===== src/rtl/order_queue_flush_pkg.sv =====
// Shared sizing constants for the in-order tag queue and the blocks that
// size their tags from the same source (ROB, dispatch).
package order_queue_flush_pkg;

  // Ceiling log2; used at elaboration time to derive pointer/count widths.
  function automatic int log2_c(input int value);
    int r;
    r = 0;
    while ((1 << r) < value) r = r + 1;
    return r;
  endfunction

  localparam int OQ_WIDTH        = 5;
  localparam int OQ_DEPTH        = 32;
  localparam int OQ_ADDRESSWIDTH = log2_c(OQ_DEPTH) + 1;
  localparam int OQ_AF_LEVEL     = 28;

endpackage


===== src/rtl/order_queue_flush_oq_storage.sv =====
// Entry storage for the order queue: one synchronous write port, one
// asynchronous read port, deliberately no reset on the array.
module oq_storage
  import order_queue_flush_pkg::*;
#(
  parameter int WIDTH = OQ_WIDTH,
  parameter int DEPTH = OQ_DEPTH,
  parameter int AW    = OQ_ADDRESSWIDTH - 1
) (
  input  logic             clock,
  input  logic             we,
  input  logic [AW-1:0]    waddr,
  input  logic [WIDTH-1:0] wdata,
  input  logic [AW-1:0]    raddr,
  output logic [WIDTH-1:0] rdata
);

  logic [WIDTH-1:0] mem [DEPTH];

  // Write the pushed entry at the write pointer.
  always_ff @(posedge clock) begin
    if (we) mem[waddr] <= wdata;
  end

  assign rdata = mem[raddr];

endmodule


===== src/rtl/order_queue_flush.sv =====
// In-order queue of instruction tags between dispatch and retire.
// First-word-fall-through head, push/pop in the same cycle at any
// occupancy, synchronous flush for mispredict recovery, sticky errors.
// Occupancy comes only from the count register; pointers wrap silently.
module order_queue_flush
  import order_queue_flush_pkg::*;
#(
  parameter int WIDTH        = OQ_WIDTH,
  parameter int DEPTH        = OQ_DEPTH,
  parameter int ADDRESSWIDTH = OQ_ADDRESSWIDTH,
  parameter int AF_LEVEL     = OQ_AF_LEVEL
) (
  input  logic                    clock,
  input  logic                    reset,
  input  logic [WIDTH-1:0]        inData,
  input  logic                    new_data,
  input  logic                    out_data,
  input  logic                    flush,
  output logic [WIDTH-1:0]        outData,
  output logic                    full,
  output logic                    empty,
  output logic                    almost_full,
  output logic [ADDRESSWIDTH-1:0] count,
  output logic                    overflow,
  output logic                    underflow
);

  localparam int PW = ADDRESSWIDTH - 1;

  localparam logic [PW-1:0]           PTR_ONE  = {{(PW-1){1'b0}}, 1'b1};
  localparam logic [ADDRESSWIDTH-1:0] CNT_ONE  = {{(ADDRESSWIDTH-1){1'b0}}, 1'b1};
  localparam logic [ADDRESSWIDTH-1:0] CNT_FULL = ADDRESSWIDTH'(DEPTH);
  localparam logic [ADDRESSWIDTH-1:0] CNT_AF   = ADDRESSWIDTH'(AF_LEVEL);

  logic [PW-1:0]    wr_ptr;
  logic [PW-1:0]    rd_ptr;
  logic             push_ok;
  logic             pop_ok;
  logic             wr_en;
  logic [WIDTH-1:0] head_data;

  // Status decodes look only at the count register, never at the requests.
  assign full        = (count == CNT_FULL);
  assign empty       = (count == '0);
  assign almost_full = (count >= CNT_AF);

  // A pop at full frees the slot the same cycle; a pop at empty is rejected
  // even with a push present (no bypass).
  assign pop_ok  = out_data && !empty;
  assign push_ok = new_data && (!full || out_data);
  assign wr_en   = push_ok && !flush;

  oq_storage #(
    .WIDTH (WIDTH),
    .DEPTH (DEPTH),
    .AW    (PW)
  ) u_storage (
    .clock (clock),
    .we    (wr_en),
    .waddr (wr_ptr),
    .wdata (inData),
    .raddr (rd_ptr),
    .rdata (head_data)
  );

  assign outData = empty ? '0 : head_data;

  // Pointer and occupancy update; flush discards any push/pop in its cycle.
  always_ff @(posedge clock or negedge reset) begin
    if (!reset) begin
      wr_ptr <= '0;
      rd_ptr <= '0;
      count  <= '0;
    end else if (flush) begin
      wr_ptr <= '0;
      rd_ptr <= '0;
      count  <= '0;
    end else begin
      if (push_ok) wr_ptr <= wr_ptr + PTR_ONE;
      if (pop_ok)  rd_ptr <= rd_ptr + PTR_ONE;
      case ({push_ok, pop_ok})
        2'b10:   count <= count + CNT_ONE;
        2'b01:   count <= count - CNT_ONE;
        default: count <= count;
      endcase
    end
  end

  // Sticky error flags; only reset clears them, flush leaves them alone.
  always_ff @(posedge clock or negedge reset) begin
    if (!reset) begin
      overflow  <= 1'b0;
      underflow <= 1'b0;
    end else begin
      if (new_data && full && !out_data && !flush) overflow <= 1'b1;
      if (out_data && empty && !flush)             underflow <= 1'b1;
    end
  end

endmodule


===== config.mk =====
export PLATFORM = sky130hd
export DESIGN_NAME = order_queue_flush
export DESIGN_NICKNAME = d
export VERILOG_FILES = /design/src/rtl/order_queue_flush_pkg.sv /design/src/rtl/order_queue_flush_oq_storage.sv /design/src/rtl/order_queue_flush.sv
export SDC_FILE = /design/constraint.sdc
export NUM_CORES = 1
export LEC_CHECK = 0
export BUFFER_PORTS_ARGS = -buffer_cell sky130_fd_sc_hd__buf_4
export CAP_MARGIN = 20
export CORE_ASPECT_RATIO = 1.5
export CORE_MARGIN = 5
export CORE_UTILIZATION = 61
export CTS_CLUSTER_SIZE = 40
export DETAILED_ROUTE_END_ITERATION = 6
export PLACE_DENSITY_LB_ADDON = 0.25
export SLEW_MARGIN = 20
export SYNTH_ARGS = -nofsm -noshare
export SYNTH_HDL_FRONTEND = slang
export SYNTH_SLANG_ARGS = --single-unit

===== constraint.sdc =====
create_clock -name clock -period 3.3 [get_ports clock]
set_clock_uncertainty 0.15 [all_clocks]
set_input_delay 0.66 -clock clock [delete_from_list [all_inputs] [get_ports clock]]
set_output_delay 0.66 -clock clock [all_outputs]
set_load 0.05 [all_outputs]

; ---- After elaboration in Yosys (flattened, before gate mapping)
; Memory sizes are Yosys's and may differ from the RTL's.
; Cells that the tools add are included.
[word_totals]
input_bits = 10
word_cells = 40
n_memories = 1
mem_bits_rw = 160
ff_bits = 18
out_inout_bits = 16
[op_classes]
n_lt_le_gt_ge = 1
eq_ne = 3
reduce_logical = 17
n_addsub = 4
muxes = 9
[mem_list]
columns = memory, depth, word_bits, read_ports, rd_ports_with_merged_regs, write_ports, line_no
row1 = u_storage.mem, 32, 5, 1, 0, 1, order_queue_flush_oq_storage.sv:18  ; logic [WIDTH-1:0] mem [DEPTH];
[op_table]
columns = cell, n
row1 = 2-to-1 mux 5 bit, 5
row2 = one-hot mux 6 bit (2 select lines), 1
row3 = "adder 5 x 1 -> 5 bit, second input constant", 2
row4 = logical AND 1 bit, 8
row5 = "adder 6 x 1 -> 6 bit, second input constant", 1
row6 = "== test 6 bit, second input constant", 1
row7 = ">= comparator 6 x 5 -> 1 bit, second input constant", 1
row8 = zero test 6 bit, 1
row9 = 2-to-1 mux 6 bit, 1
row10 = "subtractor 6 x 1 -> 6 bit, second input constant", 1
row11 = zero test 1 bit, 4
row12 = nonzero test 2 bit, 2
row13 = nonzero test 3 bit, 1
row14 = "== test 2 x 1 -> 1 bit, second input constant", 1
row15 = "== test 2 bit, second input constant", 1
row16 = 2-to-1 mux 1 bit, 2
row17 = logical OR 1 bit, 1

; ---- Depth between registers and ports, before layout
; Gate-level depths: netlist of run 1.
[logic_depth]
ltp_word = 7
mapped_depth = 10
ltp_nobuf = 9

; ---- By module
; A second synthesis of run 1 with hierarchy kept.
[unflattened]
cells_unflattened = 395
area_unflattened_um2 = 7412.1
[by_module_without_submodules]
columns = mod, seq_area_each_um2, area_each_um2, instances, cells_each
row1 = oq_storage, 4804.6, 6244.7, 1, 272
row2 = order_queue_flush, 450.4, 1167.4, 1, 123

; ---- Worst setup path after synthesis of run 1
; OpenSTA, ideal clock, no wires.
[synth_timing]
kind = register -> output
from = reg rd_ptr[0]
to = out outData[3]
path_buffers = 2
path_slack_ps = 262
t_arrival_ps = 2228
required_time_ps = 2490
path_stages_with_launch = 7
cell_sequence = dfrtp_1 buf_2 buf_4 mux4_2 o22ai_1 or3_1 a21oi_1
[synth_between]
elab_chain_len = 2
[synth_rtl]
columns = item, line_no
row1 = start: declaration, order_queue_flush.sv:36  ; logic [PW-1:0] rd_ptr;
row2 = start signal: assignment, order_queue_flush.sv:80  ; if (pop_ok) rd_ptr <= rd_ptr + PTR_ONE;
row3 = memory (32 x 5 bit), -
row4 = 2-to-1 mux 5 bit, order_queue_flush.sv:66  ; assign outData = empty ? '0 : head_data;
row5 = end: declaration, order_queue_flush.sv:19  ; output logic [WIDTH-1:0] outData,
; Every way passes these cells.

; ---- Final worst setup path of run 1
[layout_timing]
from = reg rd_ptr[1]
to = out outData[3]
; The elaborated chain is that of the path after synthesis.

==> flow_metrics.tcl, run 1 <==
set metrics [dict create \
    outcome "completed" \
    ant_nets 0 \
    root_buffer "clkbuf_16" \
    grt_pass1_wl_um 23100 \
    cts_sinks 178 \
    max-vdd-ir-drop_uv 698 \
    fmax_ghz 0.309 \
    die_w_um 100 \
    netlist-cell-type-count 45 \
    final_hold_viol_count 0 \
    synth-main-ff-cell "edfxtp_1" \
    final_common_cell "edfxtp_1" \
    cp-end-kind "primary output" \
    slew_violations 0 \
    postPlaceCellArea_sq_um 7740 \
    grt_max_degree 44 \
    cts_buffers 17 \
    cts.htree.levels 4 \
    max_cap_viol_count 0 \
    clk_latency_ps 420 \
    wl_um 15700 \
    num_vias 4056 \
    min_period_ps 3240 \
    area_delta_synth_final_pct 13.9 \
    synth-edff-count 160 \
    row_count 49 \
    path_clk_slew_ps 70 \
    n_fill_cell 748 \
    synth_area_per_cell_sq_um 17.4 \
    io_pins 26 \
    syn_inst 425 \
    hpwl_um 9810 \
    fin_area_sq_um 8440 \
    first_global_vias 4082 \
    die_h_um 145 \
    initial_core_util_pct 62.0 \
    drc_errors 0 \
    powerDensity_nw_per_um2 744 \
    totalPowerFinal_uw 6280 \
    worst_ep_required_time_ps 2490 \
    track_usage_pct 21.4 \
    setup_viol 0 \
    firstDrtPassIters 5 \
    holdWs_ps 325 \
    ys_seq_area_share_pct 70.9 \
    core-area_sq_um 12000 \
    cts_tree "done" \
    fin_crit_sh_pct 98.1 \
    nNetsFinal 479 \
    final_util_pct 70.6 \
    tns_ps 0 \
    postSynth.asyncResetShare_pct 10.1 \
    synth_seq_cells 178 \
    critPathKind "reg2out" \
    p_leak_uw 0.00274 \
    maxSlewHeadroom_pct 47.2 \
    crit_path_max_fanout 17 \
    syn_nets 443 \
    clk_path_buf_depth 2 \
    io_buffers 25 \
    hp-class "reg2reg" \
    place.gp.congestion 0.884 \
    worst_pin_slew_ps 790 \
    syn_area_sq_um 7410 \
    wl_per_cell_um 25.1 \
    antenna_found_initial 0 \
    drive_gt1_share_pct 25.7 \
    layout.cells.most_common_list "160 x edfxtp_1, 50 x nor2_1, 40 x mux4_2" \
    die_area_sq_um 14500 \
    drtIter0Drc 345 \
    diodes 0 \
    ys_warn_count 0 \
    overflow 0 \
    viasPerCell 6.47 \
    arrival_ps 2430 \
    cp-start-kind "register" \
]
-- critical path, stage by stage (launching register included) --
cell and delay [ps]:
dfrtp_1 640, buf_12 230, mux4_2 220, o22ai_1 90, or3_1 420, a21oi_2 210
buf_6 180
-- what timing repair did --
item | in CTS | in global routing
gates resized for setup | 3 | 3
gates cloned | 0 | 5
endpoints found under the hold margin | 18 | 0
setup endpoints to repair | 2 | 5
hold buffers | 1 | 0
buffers inserted | 0 | 1
-- layout make-up --
type                            instances  area (sq um)  share of cell area (%)
Clock inverter                         11           105                    1.25
Clock buffer                           21           440                    5.22
Timing Repair Buffer                   37           375                    4.45
Tap cell                              153           191                    2.27
Sequential cell                       178          5260                    62.3
Inverter                                7          40.0                   0.474
Multi-Input combinational cell        220          2030                    24.1
-- kinds of logic (layout without fill, tap and decap cells) --
logic type	after synthesis	count (layout)	synth area share, %
flip-flops	178	178	70.9
multiplexers	45	45	12.9
AO/OA/AOI/OAI	41	41	3.73
AND/OR/NAND/NOR	118	118	8.19
buffers and inverters	27	76	1.99
adder cells (fa/ha/maj)	8	8	1.35
XOR/XNOR	8	8	0.946
-- sequential cells by signal (all words and copies together), names as in the netlist --
name and count:
wr_ptr 5, underflow 1, overflow 1, u_storage.mem 160
count 6, rd_ptr 5
-- per-layer routing --
metal	vias up	part of all wire (%)	track usage [%]
li1	1763	-	-
met1	2057	36	26.8
met2	194	55	36.9
met3	42	6.1	4.47
met4	0	2.5	7.75
met5	-	0	0
-- Yosys cell counts, types with 3 or more instances --
library cell	count	area (sq um)
inv_1	6	22.5
o21ai_0	3	15.0
buf_2	5	25.0
a21oi_1	7	35.0
edfxtp_1	160	4800
buf_6	3	33.8
o22ai_1	20	125
a31o_2	3	26.3
nor3_1	12	60.1
mux4_2	40	901
mux2i_1	3	30.0
or3_1	7	43.8
dfrtp_1	18	450
or2_1	4	25.0
nor2_1	50	188
ha_1	8	100
nand4_1	5	31.3
nand2b_1	3	18.8
buf_1	3	11.3
nand3_1	6	30.0
xor2_1	6	52.6
clkbuf_1	8	30.0
nand3b_1	4	30.0
nand2_1	14	52.6
-- per-stage QoR --
| stage | std cells | setup WS, ps |
|---|---|---|
| after floorplan | 425 | 262 |
| after global placement | 588 | 449 |
| after detailed placement | 588 | 413 |
| after CTS | 621 | 1.15 |
| after global routing | 627 | -4.81 |
| final | 627 | 63.6 |
-- path summary, 6_finish.rpt --
kind | from | endpoint | slack (ps) | cells past startpoint
max reg2reg | count[0]$_DFFE_PN0P_ | u_storage.mem[10][0]$_DFFE_PP_ | 470 | 5
min reg2reg | underflow$_DFFE_PN0P_ | underflow$_DFFE_PN0P_ | 320 | 1
max | rd_ptr[1]$_DFFE_PN0P_ | outData[3] | 60 | 6
min in group asynchronous | reset | overflow$_DFFE_PN0P_ | 500 | 2
min | underflow$_DFFE_PN0P_ | underflow$_DFFE_PN0P_ | 320 | 1
max in group asynchronous | reset | rd_ptr[0]$_DFFE_PN0P_ | 2270 | 2
-- power by group --
group / switching [uW] / internal (uW)
sequential: 107 / 2510
clock: 821 / 1040
combinational: 1100 / 692
Note: power is estimated with default switching activity, not from simulation.
==> run 2, diff against run 1 <==
CORE_ASPECT_RATIO = unset   (was 1.5)
==> run 2 against run 1 <==
Count of clock-buffer cells in the layout rose by 5. Non-clock buffer count fell by 3. Critical path depth unchanged. Core utilization down 0.57 points. Largest power group unchanged. Critical path type unchanged. Global-route usage is 0.86 points higher. Register-to-register slack gained 130 ps.
==> flow_metrics.tcl, run 2 (synthesized netlist as in run 1, its figures left out) <==
set metrics [dict create \
    hold_start "new_data" \
    critPathTopFamily "multiplexers" \
    final_util_pct 70.0 \
    io_pins 26 \
    fmax_ghz 0.311 \
    final_common_cell "edfxtp_1" \
    root_buffer "clkbuf_16" \
    viasPerCell 6.50 \
    comb_power_share_pct 27.7 \
    placed_cells 584 \
    largest_register_ffs 160 \
    grt_max_degree 33 \
    powerDensity_nw_per_um2 739 \
    clk_latency_ps 430 \
    area_delta_synth_final_pct 13.0 \
    cp-start-kind "register" \
    cts_tree "done" \
    drc_errors 0 \
    drive_gt1_share_pct 24.8 \
    track_usage_pct 22.3 \
    cts_buffers 17 \
    max_cap_viol_count 0 \
    slowest_stage "mux4_2" \
    totalPowerFinal_uw 6190 \
    initial_core_util_pct 61.9 \
    clk_path_buf_depth 2 \
    final_hold_viol_count 0 \
    setup_ws_ps 80.6 \
    crit_path_max_fanout 13 \
    die_w_um 120 \
    r2r_slack_ps 600 \
    critPathKind "reg2out" \
    num_vias 4018 \
    overflow 0 \
    io_buffers 25 \
    crit_chain "clkbuf_16, mux4_2, o22ai_1, nor3_1, or2_1, buf_4" \
    grt_pass1_wl_um 23300 \
    diodes 0 \
    reg.largest.list "u_storage.mem: 160 flops, count: 6 flops" \
    die_h_um 120 \
    max-vdd-ir-drop_uv 485 \
    switching_share_pct 31.7 \
    pre_cts_slack_ps 493 \
    slew_violations 0 \
    drtIter0Drc 431 \
    ant_nets 0 \
    worst_ep_required_time_ps 2490 \
    seqPwrFrac_pct 42.4 \
    nNetsFinal 476 \
    first_global_vias 4092 \
    final_cells 618 \
    p_sw_uw 1960 \
    fin_area_sq_um 8370 \
    core-area_sq_um 12000 \
    worst_pin_slew_ps 785 \
    wl_um 15400 \
    regMostFlops "u_storage.mem" \
    arrival_ps 2410 \
    outcome "completed" \
    setup_viol 0 \
    maxSlewHeadroom_pct 47.6 \
    r2r_start "count[2]$_DFFE_PN0P_" \
    row_count 40 \
    critPathBufInv 2 \
    fin_crit_sh_pct 97.6 \
    firstDrtPassIters 5 \
    cp-end-kind "primary output" \
    layout.cells.most_common_list "160 x edfxtp_1, 50 x nor2_1, 40 x mux4_2" \
    path_clk_slew_ps 70 \
    antenna_found_initial 0 \
    hp-class "in2reg" \
    cts.htree.levels 4 \
    place.gp.congestion 0.859 \
    max_stage_delay_ps 530 \
    cp-startpoint "rd_ptr[0]$_DFFE_PN0P_" \
    min_period_ps 3220 \
    internal_power_uw 4230 \
    p_leak_uw 0.00272 \
    hpwl_um 9590 \
    die_area_sq_um 14500 \
    cts_sinks 178 \
    wl_per_cell_um 25.0 \
    clockPowerShare_pct 29.9 \
    postPlaceCellArea_sq_um 7780 \
]
[run 2: worst register-to-register path: cells and delay by family (launching register included)]
family | cells | cell delay (ps)
flops | 1 | 550
simple gates | 5 | 1620
[run 2: layer usage]
| layer | share of wire [%] | global-route usage, % | vias up |
|---|---|---|---|
| met5 | 0 | 0 | - |
| met4 | 1.6 | 7.79 | 0 |
| met3 | 6.3 | 5.00 | 26 |
| met2 | 51 | 36.2 | 205 |
| met1 | 41 | 30.3 | 2033 |
| li1 | - | - | 1754 |
[run 2: power groups by stage]
stage	sequential [uW]	clock (uW)	combinational [uW]
2_1_floorplan	2740	0	1110
3_3_place_gp	2650	0	1650
3_5_place_dp	2660	0	1670
4_1_cts	2610	1870	1680
5_1_grt	2640	1970	1830
6_report	2620	1850	1710
[run 2: final cells by class]
cell class                      instances  area, sq um
Multi-Input combinational cell        220         2040
Tap cell                              147          184
Sequential cell                       178         5260
Timing Repair Buffer                   34          325
Inverter                                7         40.0
Clock buffer                           26          469
Fill cell                             728         3590
Clock inverter                          6         61.3
[run 2: repair_timing]
| action | CTS | global route |
|---|---|---|
| gates resized for setup | 0 | 5 |
| hold endpoints to repair | 18 | 0 |
| setup buffers | 0 | 0 |
| setup endpoints to repair | 0 | 2 |
| hold buffers | 1 | 0 |
[run 2: path summary, 6_finish.rpt]
path	endpoint	cells after the start
worst max-delay path	outData[0]	6
worst min-delay path	overflow$_DFFE_PN0P_	2
worst max register to register	u_storage.mem[9][3]$_DFFE_PP_	5
worst min register to register	overflow$_DFFE_PN0P_	1
max in group asynchronous	rd_ptr[0]$_DFFE_PN0P_	2
min in group asynchronous	count[2]$_DFFE_PN0P_	2
[run 2: per-stage QoR]
step | hold WS, ps | setup TNS [ps]
detailed placement | 331 | 0
global placement | 303 | 0
global route | 336 | -3.86
CTS | 329 | 0
floorplan | 214 | 0
finish | 342 | 0
